===== config.mk =====
export PLATFORM = sky130hd
export DESIGN_NAME = writeback
export DESIGN_NICKNAME = d
export VERILOG_FILES = /design/src/rtl/writeback.sv
export SDC_FILE = /design/constraint.sdc
export NUM_CORES = 2
export LEC_CHECK = 0
export ABC_AREA = 0
export BUFFER_PORTS_ARGS = -buffer_cell sky130_fd_sc_hd__buf_2
export CORE_AREA = 2 2 440 442
export CTS_BUF_LIST = sky130_fd_sc_hd__clkbuf_8
export CTS_CLUSTER_DIAMETER = 50
export DETAILED_ROUTE_END_ITERATION = 12
export DIE_AREA = 0 0 442 444
export SLEW_MARGIN = 30
export SYNTH_ARGS = -nofsm -noshare
export SYNTH_HDL_FRONTEND = slang
export SYNTH_SLANG_ARGS = --single-unit

===== constraint.sdc =====
create_clock -name clk -period 51.7 [get_ports clk]
set_clock_uncertainty 0.1 [all_clocks]
set_input_delay 2.585 -clock clk [delete_from_list [all_inputs] [get_ports clk]]
set_output_delay 2.585 -clock clk [all_outputs]
set_load 0.02 [all_outputs]

===== src/rtl/writeback.sv =====
// ---------------------------------------------------------------------------
// writeback
//
// Write-back stage and architectural register file of the Y86 processor.
// One executed instruction can be presented per cycle. The block works out the
// E and M destination registers and commits the results into fifteen 64-bit
// registers. It also tracks processor status and counts retired instructions.
//
// Optional feature: define WB_BYPASS_EN to forward the value being written
// this cycle straight onto reg_mem_N. Decode then sees the result in the
// same cycle it is accepted.
//
// Parameters
//   SP_INIT        reset value of register 4 (%rsp)
//   CNT_W          width of retired_count
//
// Ports
//   clk            clock, rising edge
//   rst            asynchronous active-high reset
//   instr_valid    an executed instruction is presented this cycle
//   icode          instruction code
//   rA, rB         register specifiers (15 = none)
//   cnd            condition result from execute (cmovxx)
//   valE, valM     ALU result, memory read result
//   dmem_error     data-memory fault for the presented instruction
//   reg_mem_0..14  architectural register values
//   stat           1=AOK, 2=HLT, 3=ADR, 4=INS
//   halted         high in any non-AOK state
//   retired_count  committed-instruction count, saturating
// ---------------------------------------------------------------------------
module writeback #(
  parameter logic [63:0] SP_INIT = 64'h0,
  parameter int unsigned CNT_W   = 32
) (
  input  logic             clk,
  input  logic             rst,
  input  logic             instr_valid,
  input  logic [3:0]       icode,
  input  logic [3:0]       rA,
  input  logic [3:0]       rB,
  input  logic             cnd,
  input  logic [63:0]      valE,
  input  logic [63:0]      valM,
  input  logic             dmem_error,
  output logic [63:0]      reg_mem_0,
  output logic [63:0]      reg_mem_1,
  output logic [63:0]      reg_mem_2,
  output logic [63:0]      reg_mem_3,
  output logic [63:0]      reg_mem_4,
  output logic [63:0]      reg_mem_5,
  output logic [63:0]      reg_mem_6,
  output logic [63:0]      reg_mem_7,
  output logic [63:0]      reg_mem_8,
  output logic [63:0]      reg_mem_9,
  output logic [63:0]      reg_mem_10,
  output logic [63:0]      reg_mem_11,
  output logic [63:0]      reg_mem_12,
  output logic [63:0]      reg_mem_13,
  output logic [63:0]      reg_mem_14,
  output logic [2:0]       stat,
  output logic             halted,
  output logic [CNT_W-1:0] retired_count
);

  typedef enum logic [1:0] {
    ST_RUN  = 2'd0,
    ST_HALT = 2'd1,
    ST_ADR  = 2'd2,
    ST_INS  = 2'd3
  } state_t;

  localparam logic [CNT_W-1:0] CNT_ONE = {{(CNT_W-1){1'b0}}, 1'b1};
  localparam logic [3:0]       NO_REG  = 4'hF;

  state_t           state_q, state_d;
  logic [CNT_W-1:0] count_q, count_d;
  logic [63:0]      regs_q [15];
  logic [63:0]      regs_d [15];
  logic [63:0]      regsView [15];

  logic       accept;
  logic       badIcode;
  logic       commit;
  logic [3:0] dstE;
  logic [3:0] dstM;

  // Destination selection. cmovxx only writes when the condition held.
  // The stack-touching instructions (call/ret/push/pop) always update %rsp
  // through the E port.
  always_comb begin
    dstE = NO_REG;
    case (icode)
      4'h2:                   if (cnd) dstE = rB;
      4'h3, 4'h6:             dstE = rB;
      4'h8, 4'h9, 4'hA, 4'hB: dstE = 4'h4;
      default:                dstE = NO_REG;
    endcase
    dstM = ((icode == 4'h5) || (icode == 4'hB)) ? rA : NO_REG;
  end

  // An instruction is only taken while running. A faulting or unknown
  // instruction is accepted so that the status can change, but it never
  // commits register writes or counts as retired.
  always_comb begin
    accept   = instr_valid && (state_q == ST_RUN);
    badIcode = (icode > 4'hB);
    commit   = accept && !dmem_error && !badIcode;
  end

  // Next register-file contents. The M write is tested first so that popq
  // %rsp keeps the popped value rather than the incremented stack pointer.
  // A destination of 15 never matches an index below 15, so "no register"
  // falls out naturally.
  always_comb begin
    for (int i = 0; i < 15; i++) begin
      regs_d[i] = regs_q[i];
      if (commit) begin
        if (dstM == 4'(i)) begin
          regs_d[i] = valM;
        end else if (dstE == 4'(i)) begin
          regs_d[i] = valE;
        end
      end
    end
  end

  // Register file storage. Register 4 comes out of reset at SP_INIT.
  always_ff @(posedge clk or posedge rst) begin
    if (rst) begin
      for (int i = 0; i < 15; i++) begin
        regs_q[i] <= (i == 4) ? SP_INIT : 64'h0;
      end
    end else begin
      for (int i = 0; i < 15; i++) begin
        regs_q[i] <= regs_d[i];
      end
    end
  end

  // Retired-instruction counter. It holds at all-ones instead of wrapping.
  always_comb begin
    count_d = count_q;
    if (commit && (count_q != {CNT_W{1'b1}})) begin
      count_d = count_q + CNT_ONE;
    end
  end

  always_ff @(posedge clk or posedge rst) begin
    if (rst) begin
      count_q <= '0;
    end else begin
      count_q <= count_d;
    end
  end

  // Status FSM state register.
  always_ff @(posedge clk or posedge rst) begin
    if (rst) begin
      state_q <= ST_RUN;
    end else begin
      state_q <= state_d;
    end
  end

  // Status FSM next state. A data fault outranks an invalid icode. All
  // non-running states are sticky until reset.
  always_comb begin
    state_d = state_q;
    if (accept) begin
      if (dmem_error) begin
        state_d = ST_ADR;
      end else if (badIcode) begin
        state_d = ST_INS;
      end else if (icode == 4'h0) begin
        state_d = ST_HALT;
      end
    end
  end

  // Status FSM outputs.
  always_comb begin
    stat   = 3'd1;
    halted = 1'b0;
    case (state_q)
      ST_RUN:  begin stat = 3'd1; halted = 1'b0; end
      ST_HALT: begin stat = 3'd2; halted = 1'b1; end
      ST_ADR:  begin stat = 3'd3; halted = 1'b1; end
      ST_INS:  begin stat = 3'd4; halted = 1'b1; end
      default: begin stat = 3'd1; halted = 1'b0; end
    endcase
  end

  // Register values seen by decode. With bypass, regs_d already holds the
  // value being committed this cycle, and it is gated by the acceptance
  // conditions. Reset masks it so that nothing leaks through while rst is
  // held.
  always_comb begin
    for (int i = 0; i < 15; i++) begin
`ifdef WB_BYPASS_EN
      regsView[i] = rst ? regs_q[i] : regs_d[i];
`else
      regsView[i] = regs_q[i];
`endif
    end
  end

  assign reg_mem_0     = regsView[0];
  assign reg_mem_1     = regsView[1];
  assign reg_mem_2     = regsView[2];
  assign reg_mem_3     = regsView[3];
  assign reg_mem_4     = regsView[4];
  assign reg_mem_5     = regsView[5];
  assign reg_mem_6     = regsView[6];
  assign reg_mem_7     = regsView[7];
  assign reg_mem_8     = regsView[8];
  assign reg_mem_9     = regsView[9];
  assign reg_mem_10    = regsView[10];
  assign reg_mem_11    = regsView[11];
  assign reg_mem_12    = regsView[12];
  assign reg_mem_13    = regsView[13];
  assign reg_mem_14    = regsView[14];
  assign retired_count = count_q;

endmodule


==> Word-level counts from Yosys, hierarchy flattened <==
Index checks and enable logic that the tools add are counted.
{ "classes": {"n_lt_le_gt_ge": 1, "reduce_logical": 46, "n_eq_ne": 40, "addsub": 1, "n_mux": 38} }
{ "ops": {"columns": ["op", "n"], "rows": [
  ["$mux W64", 30],
  ["$eq A4 B4 Y1 const B", 18],
  ["$eq A4 B3 Y1 const B", 10],
  ["$add A32 B1 Y32 const B", 1],
  ["$ne A32 B32 Y1 const B", 1],
  ["$reduce_and A2 Y1", 16],
  ["$reduce_bool A2 Y1", 15],
  ["$eq A4 B2 Y1 const B", 6],
  ["$logic_not A4 Y1", 3],
  ["$pmux W3 S4", 1],
  ["$pmux W4 S3", 1],
  ["$eq A4 B1 Y1 const B", 2],
  ["$mux W4", 2],
  ["$mux W2", 3],
  ["$eq A2 B2 Y1 const B", 2],
  ["$gt A4 B4 Y1 const B", 1],
  ["$logic_and A1 B1 Y1", 4],
  ["$reduce_or A4 Y1", 1],
  ["$reduce_bool A3 Y1", 1],
  ["$reduce_or A3 Y1", 1],
  ["$eq A2 B1 Y1 const B", 1],
  ["$logic_not A1 Y1", 2],
  ["$logic_not A2 Y1", 1],
  ["$pmux W1 S2", 1],
  ["2 further kinds", 2]
]} }
{ "totals": {"word_cells": 143, "out_inout_bits": 996, "ff_bits": 994, "input_bits": 145} }

==> Longest topological paths before layout <==
{ "depth": {"word_depth": 6, "depth_mapped": 10, "ltp_nobuf": 7} }

==> Worst setup path before layout <==
No wires, ideal clock.
{ "synth_timing": {"path_type": "input to register", "from": "input icode[0]", "to": "register regs_q (netlist bit reg_mem_5[0])", "setup_slack_ns": 47.003, "cell_stages": 6, "required_ns": 51.475, "n_path_buf": 1, "setup_time_ns": 0.125, "t_arrival_ns": 4.472, "path_cell_list": "o21a_1 a2111o_1 or3_4 o22ai_4 buf_6 mux2_2"} }
{ "synth_between": {"elab_chain_len": 6, "word_cells_on_any_way": 21, "classes_between": "1 x order compare; 10 x eq/ne; 3 x mux; 7 x reduce/logical"} }
{ "synth_rtl": {"columns": ["item", "line", "source"], "rows": [
  ["start: declaration", "38", "input logic [3:0] icode,"],
  ["$eq A4 B4 Y1, or another cell as far along", "92, 98", null],
  ["$reduce_or A4 Y1, or another cell as far along", "92", "case (icode)"],
  ["$pmux W4 S3 / $mux W4 (equally long branches)", "92, 98", null],
  ["$eq A4 B3 Y1 (on tied branches)", "120, 118", null],
  ["$reduce_bool A2 Y1 (no line)", null, null],
  ["$reduce_and A2 Y1 (no line)", null, null],
  ["end signal: indexed assignment", "131", "regs_q[i] <= (i == 4) ? SP_INIT : 64'h0;"],
  ["end signal: indexed assignment", "135", "regs_q[i] <= regs_d[i];"],
  ["end: declaration", "77", "logic [63:0] regs_q [15];"]
]} }
Parallel ways exist; a longest one is shown, timed or not.
A chain may end at the register's enable or synchronous reset.

==> Worst setup path in the final report <==
{ "layout_timing": {"from": "input icode[2]", "to": "register regs_q (netlist bit reg_mem_5[14])"} }
The elaborated chain is that of the path after synthesis.

==> metrics.yaml <==
die:
  start_util: 0.2365
  die_area_um2: 196200
  die_w_um: 442
  num_rows: 161
  core_um2: 191600
  fp.dieH_um: 444
  io_pins: 1141
min_path:
  min_path_type: "flip-flop to flip-flop"
  holdPathStages: 1
  hold_path_end: "retired_count[26]"
  min_from: "retired_count[26]"
routing:
  drtIter0Drc: 4588
  viasPerCell: 5.578
  wirelength_um: 244500
  drtAntennaViolNets: 0
  detail_route.wl_per_cell_um: 32.91
  drcViolationCount: 0
  first_pass_iters: 8
  vias: 41450
critical_path:
  cp_max_fo: 48
  reg2reg_depth: 8
  required_ns: 52.43
  rr_endpoint: "reg_mem_0[46]"
  critPathArrivalTime_ns: 6.80
  cp-start-kind: "input pin"
  rrSetupSlack_ns: 46.91
  cp-end-kind: "flip-flop"
  r2r-start: "state_q[1]"
  path_class: "input pin to flip-flop"
timing:
  fmax_mhz: 164.8
  slew_viol_final: 0
  worst_slew_pin_slew_ns: 1.049
  finalHoldViolCount: 0
  setup_viol: 0
  timing.final.crit_share: 0.1173
  fin_crit_ns: 6.066
  grt_setup_unrepaired: "no"
  tns_ns: 0
  slew_headroom: 0.3007
power_and_ir_drop:
  p_int_mw: 1.443
  powerDensity_nw_per_um2: 38.18
  p_switching_mw: 0.7352
  p_leak_nw: 28.93
  ir_worst_vdd_v: 0.00002529
  seq_power_share: 0.429
  combPwrFrac: 0.213
  swShare: 0.3375
  clock_power_share: 0.357
  fin_total_pwr_mw: 2.178
global_routing:
  antenna_found_initial: 27
  gr-total-overflow: 0
  use_met3: 0.06093
  top_usage_layer: "met2"
  grt_pass1_wl_um: 332400
  use_met1: 0.2891
  grtUsageTotal: 0.2384
  grt_max_degree: 175
  met2_usage: 0.3814
  grt_pass1_vias: 40110
placement:
  numPortBuffers: 1140
  finalWeightedCongestion: 0.8923
  dp_hpwl_um: 163300
yosys:
  synthArstFlopShare: 1.000
  synth_warnings: 0
  ys_top_cells_by_area: "dfrtp_1 55%, mux2_2 11%, o22ai_1 9.7%"
  syn_area_um2: 45310
  synth-seq-area-share: 0.5490
  synthFlopType: "dfrtp_1"
  syn_nets: 3955
  synth_top_area_cell: "dfrtp_1"
  yosysUniqueCellTypes: 59
  synth_edf_count: 0
  synth_cells: 3805
  syn-mean-instance-area_um2: 11.91
  synth-seq-cells: 994
  netlist.area_leader.share: 0.5490
layout:
  nNetsFinal: 4901
  area_delta_synth_final_pct: 25.91
  drive_above_1_share: 0.4330
  regArea_um2: 24870
  nFillCells: 19690
  multi_input_area_um2: 18420
  final_cell_mix: "1,141 x buf_2, 994 x dfrtp_1, 704 x o22ai_1, 453 x a2bb2oi_1, 453 x mux2_2"
  fin_util: 0.2978
  final_common_cell: "buf_2"
clocking:
  cts-root-buf: "clkbuf_8"
  clock-sinks: 994
  cts_resized: 0
  clk-insertion-delay-late_ns: 0.96
  htreeDepth: 4
  cts_hold_buf: 0
  cts_max_path_buffers: 3
  tritoncts: "built"
  clk_pin_slew_worst_paths_ns: 0.06
  cts_buffers: 182
  cts_setup_buffers: 0
run:
  maxCapViolCount: 0
outcome:
  outcome: "completed"
## worst max-delay path by stage
| stage | startpoint | endpoint | slack [ns] | cells past startpoint |
|---|---|---|---|---|
| after global placement | icode[2] | reg_mem_5[0] | 44.19 | 7 |
| final | icode[2] | reg_mem_5[14] | 45.63 | 7 |
| after global routing | rst | reg_mem_1[38] | 45.41 | 8 |
| after detailed placement | rst | reg_mem_1[32] | 44.37 | 7 |
| after floorplan | rst | reg_mem_0[0] | 21.05 | 1 |
| after CTS | rst | reg_mem_1[38] | 45.43 | 7 |
## routing by layer
metal	part of all wire	up-vias	wire (µm)
met3	0.094	702	22930
met4	0.066	8	16020
met5	0.00024	-	58
met2	0.47	3035	114000
li1	-	16400	-
met1	0.37	21300	91500
## synthesized netlist by cell type (4+ instances only)
cell and number:
nand3_1 22, and4_1 9, a2bb2oi_1 453, mux2_2 453, nor2_1 205, clkbuf_1 348, inv_1 72, nand4_1 19
a21oi_2 6, nor4_1 7, and3_1 6, ha_1 5, a2bb2oi_2 60, buf_6 19, xnor2_1 15, buf_2 61
buf_1 42, o21ai_0 4, nand2_1 24, or3_1 7, mux2_4 60, nor2b_1 5, a21oi_1 68, xor2_1 14
dfrtp_1 994, o22ai_1 704, and2_1 7, nor3_1 73
## power groups by stage
stage	combinational [mW]	sequential [mW]	clock, mW
after global placement	0.456	0.940	0
after detailed placement	0.462	0.943	0
after floorplan	0.147	1.05	0
after global routing	0.482	0.942	0.826
after CTS	0.462	0.932	0.791
final	0.465	0.935	0.779
## cell families after synthesis
group / after synthesis / synth area share
muxes: 514 / 0.1327
xor gates and xnor gates: 29 / 0.005606
adders and majority gates: 5 / 0.001381
AOI/OAI and AO/OA: 1317 / 0.2192
buffers and inverters: 543 / 0.04990
and+or+nand+nor: 403 / 0.04225
DFF: 994 / 0.5490
## critical path, stage by stage
cell and delay (ns):
buf_2 0.25, nor3b_2 0.38, o21a_1 0.75, nand3_4 0.79, o22ai_4 0.73, buf_4 0.73, mux2_2 0.42
## stage by stage
step,hold WS (ns),area [µm²],instances,setup slack (ns)
floorplan,0.4224,45310,3805,21.05
global placement,0.3749,53060,7083,44.19
detailed placement,0.3859,53160,7088,44.37
CTS,0.3979,56870,7406,45.43
global route,0.4103,57030,7423,45.41
finish,0.3935,57050,7430,45.63
## area by class of cell
cell class / count / share of cell area
well taps: 2526 / 0.05540
multi-input cells: 2268 / 0.3228
diodes: 19 / 0.0008334
clock inverters: 90 / 0.01004
repair buffers: 1233 / 0.1150
clock buffers: 228 / 0.05501
flip-flops and latches: 994 / 0.4360
inverters: 72 / 0.004869
No activity file was read; power rests on OpenSTA's default activity.
